[src/rtl/lvds_rx_deser_if.sv]
// Link-side bundle for the LVDS receive deserializer: DDIO bit pair in, word/status out.
// With LVDS_RX_STATS_EN defined the bundle also carries the word/error statistics counters.
interface lvds_rx_deser_if;
    logic       rx_r;
    logic       rx_f;
    logic [7:0] data_out;
    logic       data_valid;
    logic       locked;
    logic       sync_err;
`ifdef LVDS_RX_STATS_EN
    logic [15:0] word_count;
    logic [7:0]  err_count;

    modport master (
        output rx_r, rx_f,
        input  data_out, data_valid, locked, sync_err, word_count, err_count
    );

    modport slave (
        input  rx_r, rx_f,
        output data_out, data_valid, locked, sync_err, word_count, err_count
    );
`else
    modport master (
        output rx_r, rx_f,
        input  data_out, data_valid, locked, sync_err
    );

    modport slave (
        input  rx_r, rx_f,
        output data_out, data_valid, locked, sync_err
    );
`endif
endinterface

[src/rtl/lvds_rx_deser.sv]
// LVDS receive deserializer: idle/sync detection, lock acquisition, 8-bit word per 5-cycle frame.
// Optional statistics counters (word_count, err_count) are built when LVDS_RX_STATS_EN is defined.
module lvds_rx_deser #(
    parameter int unsigned IDLE_MIN    = 16,
    parameter int unsigned LOCK_FRAMES = 2
) (
    input  logic           clk,
    input  logic           reset_n,
    lvds_rx_deser_if.slave link
);

    localparam logic [7:0] IDLE_MIN_C    = IDLE_MIN[7:0];
    localparam logic [3:0] LOCK_FRAMES_C = LOCK_FRAMES[3:0];

    typedef enum logic [1:0] {
        IDLE_WAIT = 2'd0,
        HUNT      = 2'd1,
        DATA      = 2'd2,
        SYNC      = 2'd3
    } state_t;

    function automatic logic [7:0] sat_inc8(input logic [7:0] v);
        return (v == 8'hFF) ? v : v + 8'd1;
    endfunction

    function automatic logic [3:0] sat_inc4(input logic [3:0] v);
        return (v == 4'hF) ? v : v + 4'd1;
    endfunction

    state_t     state;
    state_t     state_nxt;

    logic [1:0] pair;
    logic       pair_idle;
    logic       pair_sync;

    logic [7:0] idle_cnt;
    logic [7:0] idle_cnt_nxt;
    logic [7:0] idle_inc;
    logic [3:0] good_cnt;
    logic [3:0] good_cnt_nxt;
    logic [3:0] good_inc;
    logic [1:0] bit_cnt;
    logic [1:0] bit_cnt_nxt;
    logic       locked_q;
    logic       locked_nxt;

    logic [5:0] sr;
    logic [7:0] word_p0;
    logic       emit;
    logic       err;

    logic [7:0] data_p1;
    logic       vld_p1;
    logic       err_p1;

    assign pair      = {link.rx_r, link.rx_f};
    assign pair_idle = (pair == 2'b00);
    assign pair_sync = (pair == 2'b10);
    assign idle_inc  = sat_inc8(idle_cnt);
    assign good_inc  = sat_inc4(good_cnt);
    // Oldest pair lands in the top bits, so the first data cycle carries bits 7:6.
    assign word_p0   = {sr, pair};

    always_ff @(posedge clk) begin
        if (!reset_n) begin
            state <= IDLE_WAIT;
        end else begin
            state <= state_nxt;
        end
    end

    always_comb begin
        state_nxt = state;
        case (state)
            IDLE_WAIT: begin
                if (pair_idle && (idle_inc >= IDLE_MIN_C)) begin
                    state_nxt = HUNT;
                end
            end
            HUNT: begin
                if (pair_sync) begin
                    state_nxt = DATA;
                end else if (!pair_idle) begin
                    state_nxt = IDLE_WAIT;
                end
            end
            DATA: begin
                if (bit_cnt == 2'd3) begin
                    state_nxt = SYNC;
                end
            end
            SYNC: begin
                state_nxt = pair_sync ? DATA : IDLE_WAIT;
            end
            default: state_nxt = IDLE_WAIT;
        endcase
    end

    always_comb begin
        idle_cnt_nxt = idle_cnt;
        good_cnt_nxt = good_cnt;
        bit_cnt_nxt  = bit_cnt;
        locked_nxt   = locked_q;
        emit         = 1'b0;
        err          = 1'b0;
        case (state)
            IDLE_WAIT: begin
                idle_cnt_nxt = pair_idle ? idle_inc : 8'd0;
            end
            HUNT: begin
                if (pair_sync) begin
                    good_cnt_nxt = 4'd1;
                    locked_nxt   = (LOCK_FRAMES_C <= 4'd1);
                    bit_cnt_nxt  = 2'd0;
                end else if (!pair_idle) begin
                    idle_cnt_nxt = 8'd0;
                end
            end
            DATA: begin
                bit_cnt_nxt = bit_cnt + 2'd1;
                // Words assembled before lock are dropped on the floor.
                if (bit_cnt == 2'd3) begin
                    emit = locked_q;
                end
            end
            SYNC: begin
                if (pair_sync) begin
                    good_cnt_nxt = good_inc;
                    bit_cnt_nxt  = 2'd0;
                    if (good_inc >= LOCK_FRAMES_C) begin
                        locked_nxt = 1'b1;
                    end
                end else if (pair_idle) begin
                    // Orderly stop: this zero already counts toward the next idle run.
                    locked_nxt   = 1'b0;
                    good_cnt_nxt = 4'd0;
                    idle_cnt_nxt = 8'd1;
                end else begin
                    locked_nxt   = 1'b0;
                    good_cnt_nxt = 4'd0;
                    idle_cnt_nxt = 8'd0;
                    err          = locked_q;
                end
            end
            default: begin
                idle_cnt_nxt = 8'd0;
            end
        endcase
    end

    // Stage p0 -> p1: registered word, strobe and error pulse.
    always_ff @(posedge clk) begin
        if (!reset_n) begin
            idle_cnt <= 8'd0;
            good_cnt <= 4'd0;
            bit_cnt  <= 2'd0;
            locked_q <= 1'b0;
            vld_p1   <= 1'b0;
            err_p1   <= 1'b0;
            data_p1  <= 8'd0;
        end else begin
            idle_cnt <= idle_cnt_nxt;
            good_cnt <= good_cnt_nxt;
            bit_cnt  <= bit_cnt_nxt;
            locked_q <= locked_nxt;
            vld_p1   <= emit;
            err_p1   <= err;
            if (emit) begin
                data_p1 <= word_p0;
            end
        end
    end

    always_ff @(posedge clk) begin
        if (state == DATA) begin
            sr <= word_p0[5:0];
        end
    end

    assign link.data_out   = data_p1;
    assign link.data_valid = vld_p1;
    assign link.locked     = locked_q;
    assign link.sync_err   = err_p1;

`ifdef LVDS_RX_STATS_EN
    logic [15:0] word_cnt;
    logic [7:0]  err_cnt;

    always_ff @(posedge clk) begin
        if (!reset_n) begin
            word_cnt <= 16'd0;
            err_cnt  <= 8'd0;
        end else begin
            if (emit) begin
                word_cnt <= word_cnt + 16'd1;
            end
            if (err) begin
                err_cnt <= sat_inc8(err_cnt);
            end
        end
    end

    assign link.word_count = word_cnt;
    assign link.err_count  = err_cnt;
`endif

endmodule

[src/flat_wrapper.sv]
// flat-port wrapper written by rule: the top's interface ports become plain ports
module lvds_rx_deser_flat 
#(
    parameter int unsigned IDLE_MIN    = 16,
    parameter int unsigned LOCK_FRAMES = 2
)
  (clk, reset_n, link_rx_r, link_rx_f, link_data_out, link_data_valid, link_locked, link_sync_err);
  lvds_rx_deser_if link_i ();
  input  logic clk;
  input  logic reset_n;
  input wire logic [$bits(link_i.rx_r)-1:0] link_rx_r;
  input wire logic [$bits(link_i.rx_f)-1:0] link_rx_f;
  output wire logic [$bits(link_i.data_out)-1:0] link_data_out;
  output wire logic [$bits(link_i.data_valid)-1:0] link_data_valid;
  output wire logic [$bits(link_i.locked)-1:0] link_locked;
  output wire logic [$bits(link_i.sync_err)-1:0] link_sync_err;
  assign link_i.rx_r = link_rx_r;
  assign link_i.rx_f = link_rx_f;
  assign link_data_out = link_i.data_out;
  assign link_data_valid = link_i.data_valid;
  assign link_locked = link_i.locked;
  assign link_sync_err = link_i.sync_err;
  lvds_rx_deser #(.IDLE_MIN(IDLE_MIN), .LOCK_FRAMES(LOCK_FRAMES)) u_core (.clk(clk), .reset_n(reset_n), .link(link_i));
endmodule
[config.mk]
export PLATFORM = sky130hd
export DESIGN_NAME = lvds_rx_deser_flat
export DESIGN_NICKNAME = d
export VERILOG_FILES = /design/src/rtl/lvds_rx_deser_if.sv /design/src/rtl/lvds_rx_deser.sv /design/src/flat_wrapper.sv
export SDC_FILE = /design/constraint.sdc
export NUM_CORES = 1
export LEC_CHECK = 0
export BUFFER_PORTS_ARGS = -buffer_cell sky130_fd_sc_hd__buf_2
export CORE_UTILIZATION = 57
export CTS_CLUSTER_DIAMETER = 100
export CTS_CLUSTER_SIZE = 8
export DETAILED_ROUTE_END_ITERATION = 10
export PLACE_DENSITY = 0.77
export SLEW_MARGIN = 5
export SYNTH_ARGS = -nofsm -noshare
export SYNTH_HDL_FRONTEND = slang
export SYNTH_SLANG_ARGS = --single-unit
[constraint.sdc]
create_clock -name clk -period 2 [get_ports clk]
set_input_delay 0.4 -clock clk [delete_from_list [all_inputs] [get_ports clk]]
set_output_delay 0.4 -clock clk [all_outputs]
set_load 0.05 [all_outputs]
==> Word-level counts from Yosys, hierarchy flattened <==
Index checks and enable logic that the tools add are counted.
W data, S select, Z words.
{ "totals": {"ff_bits": 33, "out_inout_bits": 11} }
{ "classes": {"addsub": 3, "order_cmp": 2, "eq_ne": 16, "n_mux": 25, "bitwise_logic": 2, "n_reduce_logical": 13} }
{ "op_table": {"columns": ["cell", "count"], "rows": [
  ["$mux W8", 5],
  ["$pmux W8 S3", 1],
  ["$mux W2", 6],
  ["$mux W4", 3],
  ["$add A8 B1 Y8 const B", 1],
  ["$eq A2 B2 Y1 const B", 4],
  ["$eq A8 B8 Y1 const B", 1],
  ["$ge A8 B5 Y1 const B", 1],
  ["$ne A2 B1 Y1 const B", 4],
  ["$pmux W2 S4", 1],
  ["$pmux W4 S2", 1],
  ["$mux W1", 6],
  ["$ne A2 B2 Y1 const B", 3],
  ["$ne A3 B3 Y1 const B", 2],
  ["$reduce_and A3 Y1", 2],
  ["$add A4 B1 Y4 const B", 1],
  ["$eq A4 B4 Y1 const B", 1],
  ["$ge A4 B2 Y1 const B", 1],
  ["$logic_not A2 Y1", 2],
  ["$pmux W2 S2", 1],
  ["$reduce_and A2 Y1", 2],
  ["$reduce_and A4 Y1", 1],
  ["$reduce_bool A2 Y1", 2],
  ["$reduce_or A4 Y1", 1],
  ["other kinds (7)", 8]
]} }

==> Longest topological paths before layout <==
Gate-level depths: netlist of the first run.
{ "logic_depth": {"ltp_word": 6, "mapped_depth": 6, "mapped_depth_nobuf": 5} }

==> Least setup slack after synthesis of the first run <==
No wires, ideal clock.
{ "synth_path": {"path_type": "in2reg", "from": "input port link_rx_r", "to": "register u_core.locked_q (netlist: u_core.link.locked)", "t_arrival_ps": 1412, "slack_ps": 469, "cell_stages": 5, "n_path_buf": 1, "path_cell_list": "buf_2 -> and2b_2 -> o21ai_0 -> a21oi_1 -> o221a_2"} }
{ "synth_between": {"elab_chain_len": 3, "word_cells_on_any_way": 6, "cone_classes": "eq/ne (3); mux (2); reduce/logical (1)"} }
{ "synth_rtl": {"columns": ["element", "line_no", "source"], "rows": [
  ["from (decl)", "flat_wrapper.sv:11", "input wire logic [$bits(link_i.rx_r)-1:0] link_rx_r;"],
  ["$eq A2 B2 Y1 (*)", "lvds_rx_deser.sv:59", "assign pair_sync = (pair == 2'b10);"],
  ["$ne A3 B3 Y1 (no line) (tied with other cells)", null, null],
  ["$reduce_and A3 Y1 (no line) or $pmux W1 S2 (tied branches)", null, null],
  ["to (signal assigned)", "lvds_rx_deser.sv:166", "locked_q <= locked_nxt;"],
  ["to (decl)", "lvds_rx_deser.sv:45", "logic locked_q;"]
]} }
Mark *: on every way between the ends. The rest lies on a longest branch, timed or not.
A chain may end at the register's enable or synchronous reset.

==> Worst setup path after layout of the first run <==
{ "layout_path": {"from": "register u_core.idle_cnt[1]", "to": "register u_core.idle_cnt[2]"} }
{ "layout_between": {"elab_chain_len": 4, "word_cells_on_any_way": 5, "cone_classes": "add/sub (1); eq/ne (1); mux (3)"} }
{ "layout_rtl": {"columns": ["element", "line_no", "source"], "rows": [
  ["from (decl)", "lvds_rx_deser.sv:37", "logic [7:0] idle_cnt;"],
  ["from (signal assigned)", "lvds_rx_deser.sv:163", "idle_cnt <= idle_cnt_nxt;"],
  ["$add A8 B1 Y8 or $eq A8 B8 Y1 (tied branches)", "lvds_rx_deser.sv:23", "return (v == 8'hFF) ? v : v + 8'd1;"],
  ["$mux W8 (*)", "lvds_rx_deser.sv:23", null],
  ["$mux W8 (*)", "lvds_rx_deser.sv:109", "idle_cnt_nxt = pair_idle ? idle_inc : 8'd0;"],
  ["$pmux W8 S3 (*)", "lvds_rx_deser.sv:107", "case (state)"]
]} }
Marks and branches as above.

==> flow_metrics.py, run 1 <==
metrics = {
    "synthesis": {
        "syn_inst": 179,
        "netlist_area_um2": 1595,
        "avgSynthCellArea_um2": 8.912,
        "yosysWarningCount": 0,
        "yosysSeqAreaShare_pct": 45.18,
        "synth_area_leaders": "dfxtp_1, edfxtp_1, nand2_1",
        "async_flop_share_pct": 0,
        "synthesis.nets": 186,
        "ys_seq_elements": 33,
        "synth_largest_area_cell": "dfxtp_1",
        "synthFlopType": "dfxtp_1",
        "ys_types": 44,
        "synth_top_area_share_pct": 33.88,
        "synth_edf_count": 6,
    },
    "sta": {
        "timing.fmax_mhz": 585.8,
        "slew_headroom_pct": 67.11,
        "period_share_pct": 85.36,
        "tightest_slew_ps": 492.3,
        "grt_setup_unrepaired": "false",
        "fin_crit_ps": 1707,
        "drv_slew": 0,
        "skew_ps": 8.946,
        "hold_viol_final": 0,
        "finalSetupViolCount": 0,
        "layout_setup_ws_ps": 292.8,
        "setup_tns_ps": 0,
    },
    "critical_path": {
        "max_stage_delay_ps": 390,
        "regToRegSetupSlack_ps": 290,
        "cp_data_arrival_time_ps": 1940,
        "crit_path_start_kind": "flip-flop",
        "required_ps": 2240,
        "crit_path_cell_trace": "ha_1 -> and4_1 -> and2_1 -> o21ai_1 -> a211oi_1",
        "path_buf_inv": 0,
        "path_class": "flip-flop to flip-flop",
        "critical_path.top_delay_family": "simple AND/OR/NAND/NOR gates",
        "crit_path_max_fanout": 7,
        "slowest_stage": "dfxtp_1",
        "worstSetupEndpointType": "flip-flop",
    },
    "global_route": {
        "antenna_found_initial": 0,
        "grt_pass1_wl_mm": 5.395,
        "grtUsageTotal_pct": 26.18,
        "grt_overflow": 0,
        "grt_pass1_vias": 1186,
        "grt_max_degree": 13,
    },
    "routing": {
        "vias": 1370,
        "drt.antenna.violating_nets": 0,
        "route.detailed.drc": 0,
        "wl_mm": 3.308,
        "wl_per_cell_um": 14.64,
        "vias_per_cell": 6.062,
        "drtPass1Iterations": 5,
        "drt_iter0_markers": 75,
    },
    "pwr": {
        "power_density_nw_per_um2": 686.7,
        "irDropWorstVdd_mv": 0.5809,
        "p_leak_nw": 0.6369,
    },
    "clocking": {
        "cts-resized-gates": 0,
        "clk_path_buf_depth": 2,
        "cts_hold_buffers": 0,
        "cts_setup_buffers": 0,
        "htreeDepth": 2,
        "cts_root_buf": "clkbuf_4",
        "clk_latency_ps": 330,
        "cts_buffers": 5,
        "cts.clk_slew.worst_paths_ps": 100,
        "clock-sinks": 33,
        "cts_tree": "built",
    },
    "placement": {
        "numPortBuffers": 14,
        "dp_hpwl_mm": 2.359,
        "globalplace.congestion": 0.8508,
        "pre_cts_slack_ps": 374.6,
        "dpl.cell_count": 218,
    },
    "floorplanning": {
        "start_util_pct": 62.13,
        "io_pins": 15,
        "coreArea_um2": 2567,
        "rows": 18,
        "die-width_um": 54.91,
        "die_h_um": 54.91,
        "dieArea_um2": 3015,
    },
    "cells_and_area": {
        "final_nets": 202,
        "final_cells": 226,
        "drive_gt1_share_pct": 17.86,
        "diodes": 0,
        "areaGrowthSynthToFinish_pct": 8.941,
    },
    "worst_hold_path": {
        "hp-class": "input port to flip-flop",
    },
    "run_status": {
        "outcome": "finished, final reports clean",
    },
    "job": {
        "timing.max_cap.violations": 0,
    },
}
[routing by layer]
layer | track usage [%] | part of all wire [%] | routed length (µm)
met5 | 0 | 0 | 0
met4 | 12.50 | 1.6 | 54
met3 | 9.836 | 5.4 | 179
met2 | 37.95 | 45 | 1500
met1 | 34.19 | 48 | 1573
[cell usage in the layout, fill, tap and decap left out, types with 2 or more instances in the layout]
cell type,synthesis,final
buf_4,1,6
or2_2,2,2
dfxtp_1,27,27
o21ai_0,9,9
buf_2,3,14
a211oi_1,2,2
nand2_1,26,26
nor2b_1,3,3
a31oi_1,6,6
clkbuf_4,0,5
and3_1,3,3
edfxtp_1,6,6
o221a_2,3,3
nor3_1,6,6
ha_1,3,3
a21oi_1,19,19
o21ai_1,2,2
nor2_1,12,12
nand2b_1,2,2
nand3_1,11,11
and2_1,4,4
mux2i_1,3,3
[sequential cells by signal (all words and copies together) (netlist names)]
| signal | flops |
|---|---|
| u_core.link.locked | 1 |
| u_core.sr | 6 |
| u_core.state | 2 |
| u_core.link.sync_err | 1 |
| u_core.bit_cnt | 2 |
| u_core.good_cnt | 4 |
| u_core.link.data_valid | 1 |
| u_core.link.data_out | 8 |
| u_core.idle_cnt | 8 |
[logic make-up after synthesis]
group,after synthesis,synth area share [%]
and+or+nand+nor,78,25.41
AOI/OAI and AO/OA,49,19.06
DFF,33,45.18
buffers and inverters,12,5.568
muxes,3,1.882
adders and majority gates,3,2.353
xor gates and xnor gates,1,0.5491
[cell usage after synthesis (all sizes together) (2+ instances only)]
library cell and number:
nand2 26, mux2i 3, nor2 12, o221a 3, o21ai 11, nor4 2
a211oi 3, a21oi 19, edfxtp 6, and2 4, nand3 11, dfxtp 27
nand2b 2, and3 3, ha 3, a31oi 6, nor2b 3, clkbuf 4
nor3 6, buf 7, or2 2
[power breakdown]
| part | switching, mW | total (mW) | internal [mW] |
|---|---|---|---|
| logic | 0.0285 | 0.0429 | 0.0144 |
| registers | 0.000728 | 0.676 | 0.675 |
| clock network | 0.215 | 0.475 | 0.260 |
[cell type report]
class | instances | area, µm²
timing repair buffer | 20 | 115.1
multi-input combinational | 134 | 785.8
clock inverter | 2 | 33.78
fill | 222 | 829.5
clock buffer | 6 | 41.29
inverter | 1 | 3.754
sequential | 33 | 720.7
tap | 30 | 37.54
[stage by stage]
| step | power [mW] | utilization, % | hold slack (ps) | instance area (µm²) |
|---|---|---|---|---|
| 2_1_floorplan | 0.7246 | - | 426.2 | 1595 |
| 3_3_place_gp | 0.7323 | 64.77 | 434.2 | 1663 |
| 3_5_place_dp | 0.7333 | 64.77 | 437.8 | 1663 |
| 4_1_cts | 1.200 | 67.69 | 396.9 | 1738 |
| 5_1_grt | 1.244 | 67.69 | 384.4 | 1738 |
| 6_report | 1.193 | 67.69 | 413.1 | 1738 |
[worst paths after layout]
kind                           start                 endpoint  cells after the start
max               u_core.idle_cnt[1]       u_core.idle_cnt[2]                      5
min                          reset_n       u_core.link.locked                      2
max reg2reg       u_core.idle_cnt[1]       u_core.idle_cnt[2]                      5
min reg2reg  u_core.link.data_out[1]  u_core.link.data_out[1]                      2
Note: power is estimated with default switching activity, not from simulation.
==> run 2, diff against run 1 <==
--- a/config.mk
+++ b/config.mk
@@ -11,6 +11,7 @@
 export CTS_CLUSTER_SIZE = 8
 export DETAILED_ROUTE_END_ITERATION = 10
 export PLACE_DENSITY = 0.77
+export SETUP_SLACK_MARGIN = 0.5
 export SLEW_MARGIN = 5
 export SYNTH_ARGS = -nofsm -noshare
 export SYNTH_HDL_FRONTEND = slang
==> constraint.sdc (replaced) <==
create_clock -name clk -period 1.78 [get_ports clk]
set_input_delay 0.356 -clock clk [delete_from_list [all_inputs] [get_ports clk]]
set_output_delay 0.356 -clock clk [all_outputs]
set_load 0.05 [all_outputs]
==> run 2 against run 1 <==
Flip-flop and latch count stayed put. Utilization is 9.3 points higher. Setup slack better by 75 ps. Combinational power is 34% higher. Clock power is 14% lower. Fmax is 21% higher. Via count is 4.7% higher. Global-route usage is 1.1 points lower. Non-clock buffer count is 9 higher. Worst hold slack worse by 62 ps. Count of clock-buffer cells in the layout stayed put. Clock skew is 2.2 ps lower. Critical path type unchanged. Largest power group unchanged.
==> flow_metrics.py, run 2 (same netlist as run 1, synthesis figures left out) <==
metrics = {
    "sta": {
        "fin_crit_ps": 1412,
        "hold_viol_final": 0,
        "timing.fmax_mhz": 708.4,
        "setup_tns_ps": 0,
        "period_share_pct": 79.31,
        "hold-worst-slack_ps": 350.9,
        "drv_slew": 0,
        "finalSetupViolCount": 0,
        "tightest_slew_ps": 316.2,
        "skew_ps": 6.710,
        "grt_setup_unrepaired": "true",
        "slew_headroom_pct": 78.69,
    },
    "global_route": {
        "grt_pass1_vias": 1133,
        "grt_pass1_wl_mm": 5.147,
        "grt_max_degree": 13,
        "antenna_found_initial": 0,
        "grt_overflow": 0,
        "grtUsageTotal_pct": 25.06,
    },
    "critical_path": {
        "required_ps": 2050,
        "slowest_stage": "or4_4",
        "crit_path_start_kind": "flip-flop",
        "cp_data_arrival_time_ps": 1680,
        "path_class": "flip-flop to flip-flop",
        "worstSetupEndpointType": "flip-flop",
        "crit_path_max_fanout": 5,
        "crit_path_cell_trace": "buf_6 -> or4_4 -> a211oi_2 -> o21ai_1 -> a31oi_1",
        "max_stage_delay_ps": 460,
    },
    "cells_and_area": {
        "final_area_um2": 1977,
        "fill_cells": 173,
        "layout_common_cells": "nand2_1, buf_4, a21oi_1",
        "final_cells": 235,
        "multiInputGateArea_um2": 890.9,
        "diodes": 0,
        "register_area_um2": 749.5,
        "drive_gt1_share_pct": 38.54,
        "areaGrowthSynthToFinish_pct": 23.92,
        "final_nets": 211,
        "final_common_cell": "nand2_1",
    },
    "clocking": {
        "cts_root_buf": "clkbuf_4",
        "htreeDepth": 2,
        "cts_tree": "built",
        "clock-sinks": 33,
        "cts_buffers": 5,
        "clk_path_buf_depth": 2,
        "cts.clk_slew.worst_paths_ps": 100,
        "cts_hold_buffers": 0,
        "clk_latency_ps": 340,
    },
    "placement": {
        "numPortBuffers": 14,
        "dpl.cell_count": 218,
        "globalplace.congestion": 0.8484,
        "dpl_cell_area_um2": 1687,
        "dp_hpwl_mm": 2.343,
    },
    "worst_hold_path": {
        "hp-class": "input port to flip-flop",
    },
    "pwr": {
        "seq_power_share_pct": 61.8,
        "power_density_nw_per_um2": 616.2,
        "p_leak_nw": 0.6884,
        "switching_share_pct": 24.21,
        "comb_power_share_pct": 4.7,
        "irDropWorstVdd_mv": 0.5595,
        "p_switching_uw": 294.8,
        "clock_power_share_pct": 33.4,
        "power.internal_uw": 923.2,
    },
    "routing": {
        "route.detailed.drc": 0,
        "wl_mm": 3.586,
        "vias": 1435,
        "drt_iter0_markers": 52,
        "wl_per_cell_um": 15.26,
        "drt.antenna.violating_nets": 0,
        "vias_per_cell": 6.106,
        "drtPass1Iterations": 5,
    },
    "floorplanning": {
        "coreArea_um2": 2567,
        "die_h_um": 54.91,
        "dieArea_um2": 3015,
        "io_pins": 15,
        "die-width_um": 54.91,
        "start_util_pct": 62.13,
        "rows": 18,
    },
    "job": {
        "timing.max_cap.violations": 0,
    },
    "run_status": {
        "outcome": "finished, final reports clean",
    },
}
## run 2: worst max-delay path: cells and delay by family, from the launching register on
| family | cells | cell delay (ps) |
|---|---|---|
| buf+inv | 1 | 120 |
| compound gates | 3 | 390 |
| flops | 1 | 360 |
| simple gates | 1 | 460 |
## run 2: final timing paths
check	start	end	slack, ps	depth (start not counted)
setup / recovery	u_core.state[1]	u_core.idle_cnt[3]	370	5
hold / removal	reset_n	u_core.link.locked	350	2
setup reg to reg	u_core.state[1]	u_core.idle_cnt[3]	370	5
hold reg to reg	u_core.sr[0]	u_core.sr[2]	460	0
## run 2: cell type report
class / instances / area share (%)
timing repair buffer: 29 / 12.34
tap: 30 / 1.899
sequential: 33 / 37.91
inverter: 1 / 0.1899
multi-input combinational: 134 / 45.06
clock buffer: 6 / 2.089
clock inverter: 2 / 0.5063
## run 2: metal layers
metal / up-vias / part of all wire (%) / global-route usage, %
met5: - / 0 / 0
met4: 0 / 1.6 / 9.583
met3: 10 / 4.5 / 8.470
met2: 42 / 50 / 40.16
met1: 676 / 44 / 30.95
li1: 707 / - / -
## run 2: power by group through the flow
stage                     clock [mW]  sequential (mW)  combinational [mW]
final                          0.407            0.753              0.0576
after global routing           0.452            0.754              0.0617
after CTS                      0.412            0.756              0.0499
after detailed placement           0            0.777              0.0471
after global placement             0            0.777              0.0457
after floorplan                    0            0.777              0.0382
## run 2: timing repair
item,in CTS,in global routing
hold endpoints to repair,0,0
resized for setup,34,28
setup buffers,6,3
setup endpoints to repair,34,28
pin swaps,3,10
## run 2: through the flow
stage | worst slack, ps | power [mW] | util (%)
5_1_grt | 319.2 | 1.267 | 77.00
3_5_place_dp | 214.7 | 0.8244 | 65.69
3_3_place_gp | 230.6 | 0.8230 | 65.69
2_1_floorplan | 354.6 | 0.8151 | -
4_1_cts | 406.1 | 1.218 | 72.56
6_report | 368.3 | 1.218 | 77.00
